File: src/rtl/gray_pkg.sv
// gray_pkg: shared Gray-code helper and terminal-value constants
package gray_pkg;
    localparam int GRAY_WIDTH = 4;
    localparam int MAX_WIDTH = 32;
    localparam logic [MAX_WIDTH-1:0] ALL_ONES = '1;
    localparam logic [MAX_WIDTH-1:0] ALL_ZERO = '0;
    function automatic logic [MAX_WIDTH-1:0] bin2gray_f(input logic [MAX_WIDTH-1:0] b);
        return b ^ (b >> 1);
    endfunction
endpackage

File: src/rtl/gray_counter_if.sv
// gray_counter_if: control inputs and count outputs of the Gray counter
interface gray_counter_if import gray_pkg::*; #(parameter int WIDTH = GRAY_WIDTH);
    logic             en;
    logic             up;
    logic             load;
    logic [WIDTH-1:0] load_bin;
    logic [WIDTH-1:0] bin;
    logic [WIDTH-1:0] gray;
    logic             tc;
    modport master (output en, up, load, load_bin, input bin, gray, tc);
    modport slave (input en, up, load, load_bin, output bin, gray, tc);
endinterface

File: src/rtl/bin2gray.sv
// bin2gray: combinational binary to Gray-code converter
module bin2gray import gray_pkg::*; #(
    parameter int WIDTH = GRAY_WIDTH
) (
    input  logic [WIDTH-1:0] bin,
    output logic [WIDTH-1:0] gray
);
    assign gray = WIDTH'(bin2gray_f(MAX_WIDTH'(bin)));
endmodule

File: src/rtl/gray_counter.sv
// gray_counter: registered up/down counter with binary and Gray outputs
module gray_counter import gray_pkg::*; #(
    parameter int WIDTH = GRAY_WIDTH,
    parameter bit WRAP  = 1'b1
) (
    input  logic         clk,
    input  logic         rst,
    gray_counter_if.slave bus
);
    localparam logic [WIDTH-1:0] MAX_V  = WIDTH'(ALL_ONES);
    localparam logic [WIDTH-1:0] ZERO_V = WIDTH'(ALL_ZERO);
    logic [WIDTH-1:0] step, nxt, nxt_gray;
    logic at_term, nxt_tc;
    // next binary value by priority load > en > hold; terminal steps wrap or hold
    always_comb begin
        at_term = bus.up ? (bus.bin == MAX_V) : (bus.bin == ZERO_V);
        step    = bus.up ? bus.bin + WIDTH'(1) : bus.bin - WIDTH'(1);
        nxt     = bus.load ? bus.load_bin : (bus.en && !(at_term && !WRAP)) ? step : bus.bin;
        nxt_tc  = bus.en && !bus.load && at_term;
    end
    // Gray is derived from the next binary value so both registers update together
    bin2gray #(.WIDTH(WIDTH)) u_b2g (.bin(nxt), .gray(nxt_gray));
    // output registers with synchronous reset
    always_ff @(posedge clk) begin
        if (rst) begin
            bus.bin  <= '0;
            bus.gray <= '0;
            bus.tc   <= 1'b0;
        end else begin
            bus.bin  <= nxt;
            bus.gray <= nxt_gray;
            bus.tc   <= nxt_tc;
        end
    end
endmodule

File: src/flat_wrapper.sv
// flat-port wrapper written by rule: the top's interface ports become plain ports
module gray_counter_flat import gray_pkg::*;
#(
    parameter int WIDTH = GRAY_WIDTH,
    parameter bit WRAP  = 1'b1
)
  (clk, rst, bus_en, bus_up, bus_load, bus_load_bin, bus_bin, bus_gray, bus_tc);
  gray_counter_if #(.WIDTH(WIDTH)) bus_i ();
  input  logic clk;
  input  logic rst;
  input wire logic [$bits(bus_i.en)-1:0] bus_en;
  input wire logic [$bits(bus_i.up)-1:0] bus_up;
  input wire logic [$bits(bus_i.load)-1:0] bus_load;
  input wire logic [$bits(bus_i.load_bin)-1:0] bus_load_bin;
  output wire logic [$bits(bus_i.bin)-1:0] bus_bin;
  output wire logic [$bits(bus_i.gray)-1:0] bus_gray;
  output wire logic [$bits(bus_i.tc)-1:0] bus_tc;
  assign bus_i.en = bus_en;
  assign bus_i.up = bus_up;
  assign bus_i.load = bus_load;
  assign bus_i.load_bin = bus_load_bin;
  assign bus_bin = bus_i.bin;
  assign bus_gray = bus_i.gray;
  assign bus_tc = bus_i.tc;
  gray_counter #(.WIDTH(WIDTH), .WRAP(WRAP)) u_core (.clk(clk), .rst(rst), .bus(bus_i));
endmodule
File: config.mk
export PLATFORM = sky130hd
export DESIGN_NAME = gray_counter_flat
export DESIGN_NICKNAME = d
export VERILOG_FILES = /design/src/rtl/gray_pkg.sv /design/src/rtl/gray_counter_if.sv /design/src/rtl/bin2gray.sv /design/src/rtl/gray_counter.sv /design/src/flat_wrapper.sv
export SDC_FILE = /design/constraint.sdc
export NUM_CORES = 1
export LEC_CHECK = 0
export ABC_AREA = 1
export CORE_MARGIN = 2
export CORE_UTILIZATION = 39
export DETAILED_ROUTE_END_ITERATION = 7
export HOLD_SLACK_MARGIN = 0.03
export PLACE_DENSITY = 0.75
export SYNTH_ARGS = -nofsm -noshare
export SYNTH_HDL_FRONTEND = slang
export SYNTH_HIERARCHICAL = 1
export SYNTH_SLANG_ARGS = --single-unit
File: constraint.sdc
create_clock -name clk -period 2.1 [get_ports clk]
set_input_delay 0.42 -clock clk [delete_from_list [all_inputs] [get_ports clk]]
set_output_delay 0.42 -clock clk [all_outputs]
set_load 0.1 [all_outputs]
== After elaboration in Yosys (flattened, before gate mapping) ==
Index checks and enable logic that the tools add are counted.

* Output and inout port bits: 9
* Word-level logic and storage cells: 15
* Flip-flop bits (word level): 9
* Bits of input ports: 9

* Bitwise gates (word level): 1
* Reduce and logical (&&, ||, !) cells: 4
* Add/subtract/negate cells: 2
* Multiplexer cells: 4
* Equal/unequal tests: 1

{| class="wikitable"
|+ Operator list
! kind !! count
|-
| $mux W4 || 3
|-
| $add A4 B1 Y4 const B || 1
|-
| $eq A4 B4 Y1 const B || 1
|-
| $logic_not A4 Y1 || 1
|-
| $sub A4 B1 Y4 const B || 1
|-
| $xor A4 B3 Y4 || 1
|-
| $logic_and A1 B1 Y1 || 2
|-
| $logic_not A1 Y1 || 1
|-
| $mux W1 || 1
|}

== Depth between registers and ports, before layout ==
* Word-level depth: 5
* Depth in mapped cells: 14
* Mapped depth without buffers: 14

== Modules after synthesis ==
Netlist, hierarchy kept.

{| class="wikitable"
|+ By module, submodules not included
! module !! instances !! sequential area each (um2) !! area an instance (um2) !! cells an instance
|-
| gray_counter || 1 || 180.2 || 473.0 || 66
|-
| bin2gray || 1 || 0.0 || 56.3 || 14
|}

== Worst setup path before layout ==
No wires, ideal clock.

* Kind: flip-flop to flip-flop
* Start point: register u_core.bus.bin[2]
* End point: register u_core.bus.gray[2]
* Buffers on the path: 0
* Period minus slack after synthesis: 2.219 ns
* Required time: 1.976 ns
* Stages on the path, launching flop included: 13
* Data arrival time: 2.095 ns
* Library setup time: 0.124 ns
* Slack: -0.119 ns
* Cell sequence: dfxtp_1 -> ha_1 -> or2_1 -> nand2_1 -> nand2_1 -> nand3_1 -> nand2_1 -> nand2_1 -> inv_1 -> nand2_1 -> nand2_1 -> inv_1 -> nor2_1

* Word-level cells in the longest chain between the ends: 5
* Elaborated cells between the ends (all ways): 6
* Those cells by class: 2 x add/sub; 3 x mux; 1 x bitwise

{| class="wikitable"
|+ RTL lines
! what !! RTL line !! source
|-
| start, declared || gray_counter_if.sv:11 || <nowiki>modport slave (input en, up, load, load_bin, output bin, gray, tc);</nowiki>
|-
| start signal, assigned || gray_counter.sv:30 || <nowiki>bus.bin <= nxt;</nowiki>
|-
| $sub A4 B1 Y4 / $add A4 B1 Y4 (equally long branches) || gray_counter.sv:17 || <nowiki>step = bus.up ? bus.bin + WIDTH'(1) : bus.bin - WIDTH'(1);</nowiki>
|-
| $mux W4 (*) || gray_counter.sv:17 ||
|-
| $mux W4 (*) (2 in a row) || gray_counter.sv:18 || <nowiki>nxt = bus.load ? bus.load_bin : (bus.en && !(at_term && !WRAP)) ? step : bus.bin;</nowiki>
|-
| named net u_core.nxt[3] || gray_counter.sv:12 || <nowiki>logic [WIDTH-1:0] step, nxt, nxt_gray;</nowiki>
|-
| $xor A4 B3 Y4 (*) || gray_pkg.sv:8 || <nowiki>return b ^ (b >> 1);</nowiki>
|-
| named net u_core.nxt_gray[2] || gray_counter.sv:12 ||
|-
| end signal, assigned || gray_counter.sv:31 || <nowiki>bus.gray <= nxt_gray;</nowiki>
|-
| end, declared || gray_counter_if.sv:11 ||
|}

The timed path passes the listed nets; every way through them passes the cells marked *.
A chain may end at the register's enable or synchronous reset.

== Worst setup path after layout ==
* Start point: input bus_up
* End point: register u_core.bus.gray[1]

* Word-level cells in the longest chain between the ends: 4

{| class="wikitable"
|+ RTL lines
! what !! RTL line !! source
|-
| start, declared || flat_wrapper.sv:12 || <nowiki>input wire logic [$bits(bus_i.up)-1:0] bus_up;</nowiki>
|-
| $mux W4 || gray_counter.sv:17 ||
|-
| $mux W4 (2 in a row) || gray_counter.sv:18 ||
|-
| named net u_core.nxt[1] || gray_counter.sv:12 ||
|-
| $xor A4 B3 Y4 || gray_pkg.sv:8 ||
|-
| named net u_core.nxt_gray[1] || gray_counter.sv:12 ||
|}

The timed path passes the listed nets, and every way through them passes these cells.

==> metrics.md <==
| Metric | Value |
|---|---|
| Most frequent cells in the layout | sky130_fd_sc_hd__nand2_1 (21), sky130_fd_sc_hd__inv_1 (14), sky130_fd_sc_hd__buf_4 (12) |
| Post-layout instance count excluding filler cells | approximately 120 |
| Fraction of the mapped netlist area in compound gates | a little over an eighth |
| Multiplexer fraction of the synthesized cell area | 0% |
| Clock Pin Slew Worst Setup and Hold Paths | around 0.06 ns |
| Number of buffer cells added on primary ports | 17 |
| Kind of launch point of the worst setup path | primary input |
| Post-synthesis adder-cell area fraction | under 10% |
| Worst rel slew slack | between 80% and 90% |
| Pleak | ~0.40 nW |
| Total Neg Setup Slack | 0 ns |
| Number of design-rule violations left by the first detailed-router iteration | 11 |
| CTS root buf | sky130_fd_sc_hd__clkbuf_4 |
| Post-synthesis share of cell area spent on and, or, nand and nor gates | between 20% and 30% |
| Top FF cell, synth | sky130_fd_sc_hd__dfxtp_1 |
| Hold bufs inserted after CTS | 0 |
| RSZ-0062 raised after global routing | false |
| Maximum number of pins on one net before global-route repair | 9 |
| Instance count after placement with tap cells included | around 110 |
| Stage delay of the slowest cell on the critical path | just under 0.6 ns |
| Final setup margin | 0.0883 ns |
| Number of antenna-violating nets in the routed design | 0 |
| Total via count after detailed routing | between 500 and 600 |
| Run status | completed |
| DR DRC count | 0 |
| Arrival time worst endpoint | 2.15 ns |
| Class of the worst hold path | reg -> reg |
| Count of warnings emitted by yosys | 6 |
| Seq cells post-synth | 9 |
| Sw power | between 0.2 and 0.25 mW |
| Setup Skew | between 0.004 and 0.005 ns |
| Setup WS pre-CTS | -0.160 ns |
| Antenna violations before repair | 0 |
| Most frequent standard cell in the layout excluding fill and tap cells | sky130_fd_sc_hd__nand2_1 |
| Dpl hpwl | just under 900 um |
| # resized after CTS | 0 |
| Global-route usage over all layers | 17.2% |
| Post-route fraction of the period consumed by the critical path | 95.8% |
| Die Area | ~1700 um2 |
| Average routed wire per standard cell | about 10 um |
| Transition time at the pin with the least slew margin | about 0.29 ns |
| Proportion of power drawn by flip-flops and latches | 34.9% |
| Final period demand of the worst path | approximately 2 ns |
| Fin. Hold Viols | 0 |
| Part of the total power dissipated in the clock network | a little under a quarter |
| Share of synthesized flip-flops with an asynchronous set or reset | 0% |
| Cell count along the critical path | 10 |
| Vias in the first global route | approximately 480 |
| Largest fanout on the critical path | 4 |
| Routed vias/inst | 4.56 |
| Length in cells of the worst reg-to-reg path | 8 |
| Number of instances in the synthesized netlist | 80 |
| Startpoint-to-endpoint class of the critical path | in -> reg |
| Sequential area share after synthesis | between 30% and 40% |
| Number of nets in the layout | around 120 |
| Power density relative to cell area | roughly 770 nW/um2 |
| Total setup buffers inserted after CTS | 0 |
| Share of cells above drive strength 1 | a little under a quarter |
| Number of max-slew violations in the final report | 0 |
| Total chip power | around 0.57 mW |
| Net count of the mapped netlist | 92 |
| Critical path, cell by cell | clkdlybuf4s50_1 > inv_2 > fa_2 > o211ai_1 > o21ai_1 > inv_1 > nand2_1 > nand2_1 > inv_1 > nor2_1 |
| Core Region | ~1300 um2 |
| Die extent in y | 40.8 um |
| Critical path's top delay family | buffers and inverters |
| Clock sink count | 9 |
| Starting Density | between 40% and 50% |
| Maximum achievable frequency | 0.497 GHz |
| Number of synthesized flops with an enable pin | 0 |
| Antenna cells | 0 |
| MaxCap Viol Count | 0 |
| Clock H-tree levels | 1 |
| P&R area growth vs syn | 40.2% |
| Final setup violation count | 0 |
| Number of detailed-route iterations in the first pass | 2 |
| CP required | approximately 2.2 ns |
| Width of the chip | slightly above 40 um |
| Overall routed net length | between 1000 and 1500 um |
| Xor/xnor cell area share of the yosys netlist | approximately 1.7% |
| Avg Cell Area, Syn | 6.62 um2 |
| Count of boundary I/O pins | 18 |
| Worst skew pair latency | between 0.2 and 0.3 ns |
| CP Buf/Inv Count | 4 |
| Peak supply drop | around 0.28 mV |
| Maximum clock path buffer count | 2 |
| Largest family of logic cells by synthesized area | simple AND/OR/NAND/NOR gates |
| Depth of the worst hold-timing path | 2 |
| Weighted congestion reported at the end of routability-driven placement | 0.737 |
| Number of CTS-inserted buffers | 3 |
| Post-synthesis instance area | 529 um2 |
| Internal Pwr Total | around 0.33 mW |
| Worst Setup End Kind | flip-flop |
| Clock tree from TritonCTS | done |
| Combinational Power Share | between 40% and 50% |
| Overflow left after global routing | 0 |
| Slowest-stage cell, CP | sky130_fd_sc_hd__fa_2 |
| Unique cell type count in the Yosys netlist | 19 |
| Placement Rows | 13 |
| Wire length of the first global-routing pass | roughly 1800 um |
| Switching Fraction | 42.1% |
| Worst hold-check slack | about 0.62 ns |
## worst register-to-register path: stages, from the launching register on
cell and delay, ns:
sky130_fd_sc_hd__dfxtp_2 0.41, sky130_fd_sc_hd__fa_2 0.48, sky130_fd_sc_hd__o211ai_1 0.21, sky130_fd_sc_hd__o21ai_1 0.15, sky130_fd_sc_hd__inv_1 0.10, sky130_fd_sc_hd__nand2_1 0.06, sky130_fd_sc_hd__nand2_1 0.07, sky130_fd_sc_hd__inv_1 0.03
sky130_fd_sc_hd__nor2_1 0.07
## per-layer routing
layer	global-route usage [%]	wire length, um	share of wire, %	vias to the layer above
met3	4.89	55	4.5	4
met2	31.3	600	49	12
met1	18.1	536	44	233
li1	-	-	-	285
met4	7.50	31	2.5	0
met5	0	0	0	-
## area by class of cell
| class | count | area, um2 |
|---|---|---|
| inverter | 16 | 60.1 |
| tap | 15 | 18.8 |
| timing repair buffer | 20 | 170 |
| sequential | 9 | 184 |
| clock buffer | 4 | 26.3 |
| multi-input combinational | 53 | 283 |
| fill | 120 | 543 |
## flip-flops by register name (all words and copies together), names as in the netlist
signal           cells
u_core/bus.bin       4
u_core/bus.gray      4
u_core/bus.tc        1
## cells in the mapped netlist (2+ instances only)
master | instances | area share (%)
sky130_fd_sc_hd__a21oi_1 | 5 | 4.7
sky130_fd_sc_hd__inv_1 | 15 | 11
sky130_fd_sc_hd__nand3_1 | 3 | 2.8
sky130_fd_sc_hd__o21ai_1 | 2 | 1.9
sky130_fd_sc_hd__nor2_1 | 9 | 6.4
sky130_fd_sc_hd__a21oi_2 | 2 | 3.3
sky130_fd_sc_hd__dfxtp_1 | 9 | 34
sky130_fd_sc_hd__nand2_1 | 22 | 16
sky130_fd_sc_hd__or2_1 | 2 | 2.4
sky130_fd_sc_hd__ha_1 | 2 | 4.7
## power groups by stage
stage	Combinational (mW)	Clock (mW)	Sequential (mW)
4_1_cts	0.236	0.135	0.198
3_3_place_gp	0.230	0	0.202
2_1_floorplan	0.0741	0	0.303
5_1_grt	0.254	0.148	0.200
6_report	0.238	0.132	0.198
3_5_place_dp	0.232	0	0.202
## path summary, 6_finish.rpt
check	from	to	slack [ns]
setup / recovery	bus_up	u_core/bus.gray[1]	0.09
setup reg to reg	u_core/bus.bin[0]	u_core/bus.gray[1]	0.45
hold / removal	u_core/bus.bin[2]	u_core/bus.tc	0.62
hold reg to reg	u_core/bus.bin[2]	u_core/bus.tc	0.62
## metrics by stage
step | util, % | area, um2
2_1_floorplan | - | 533
3_3_place_gp | 55.3 | 711
3_5_place_dp | 55.3 | 711
4_1_cts | 57.4 | 737
5_1_grt | 57.7 | 742
6_report | 57.7 | 742
## cell families after synthesis
logic type | count (synthesis)
XOR/XNOR | 1
buffers and inverters | 18
AND/OR/NAND/NOR | 38
AO/OA/AOI/OAI | 11
adder cells (fa/ha/maj) | 3
flip-flops | 9
No activity file was read; power rests on OpenSTA's default activity.
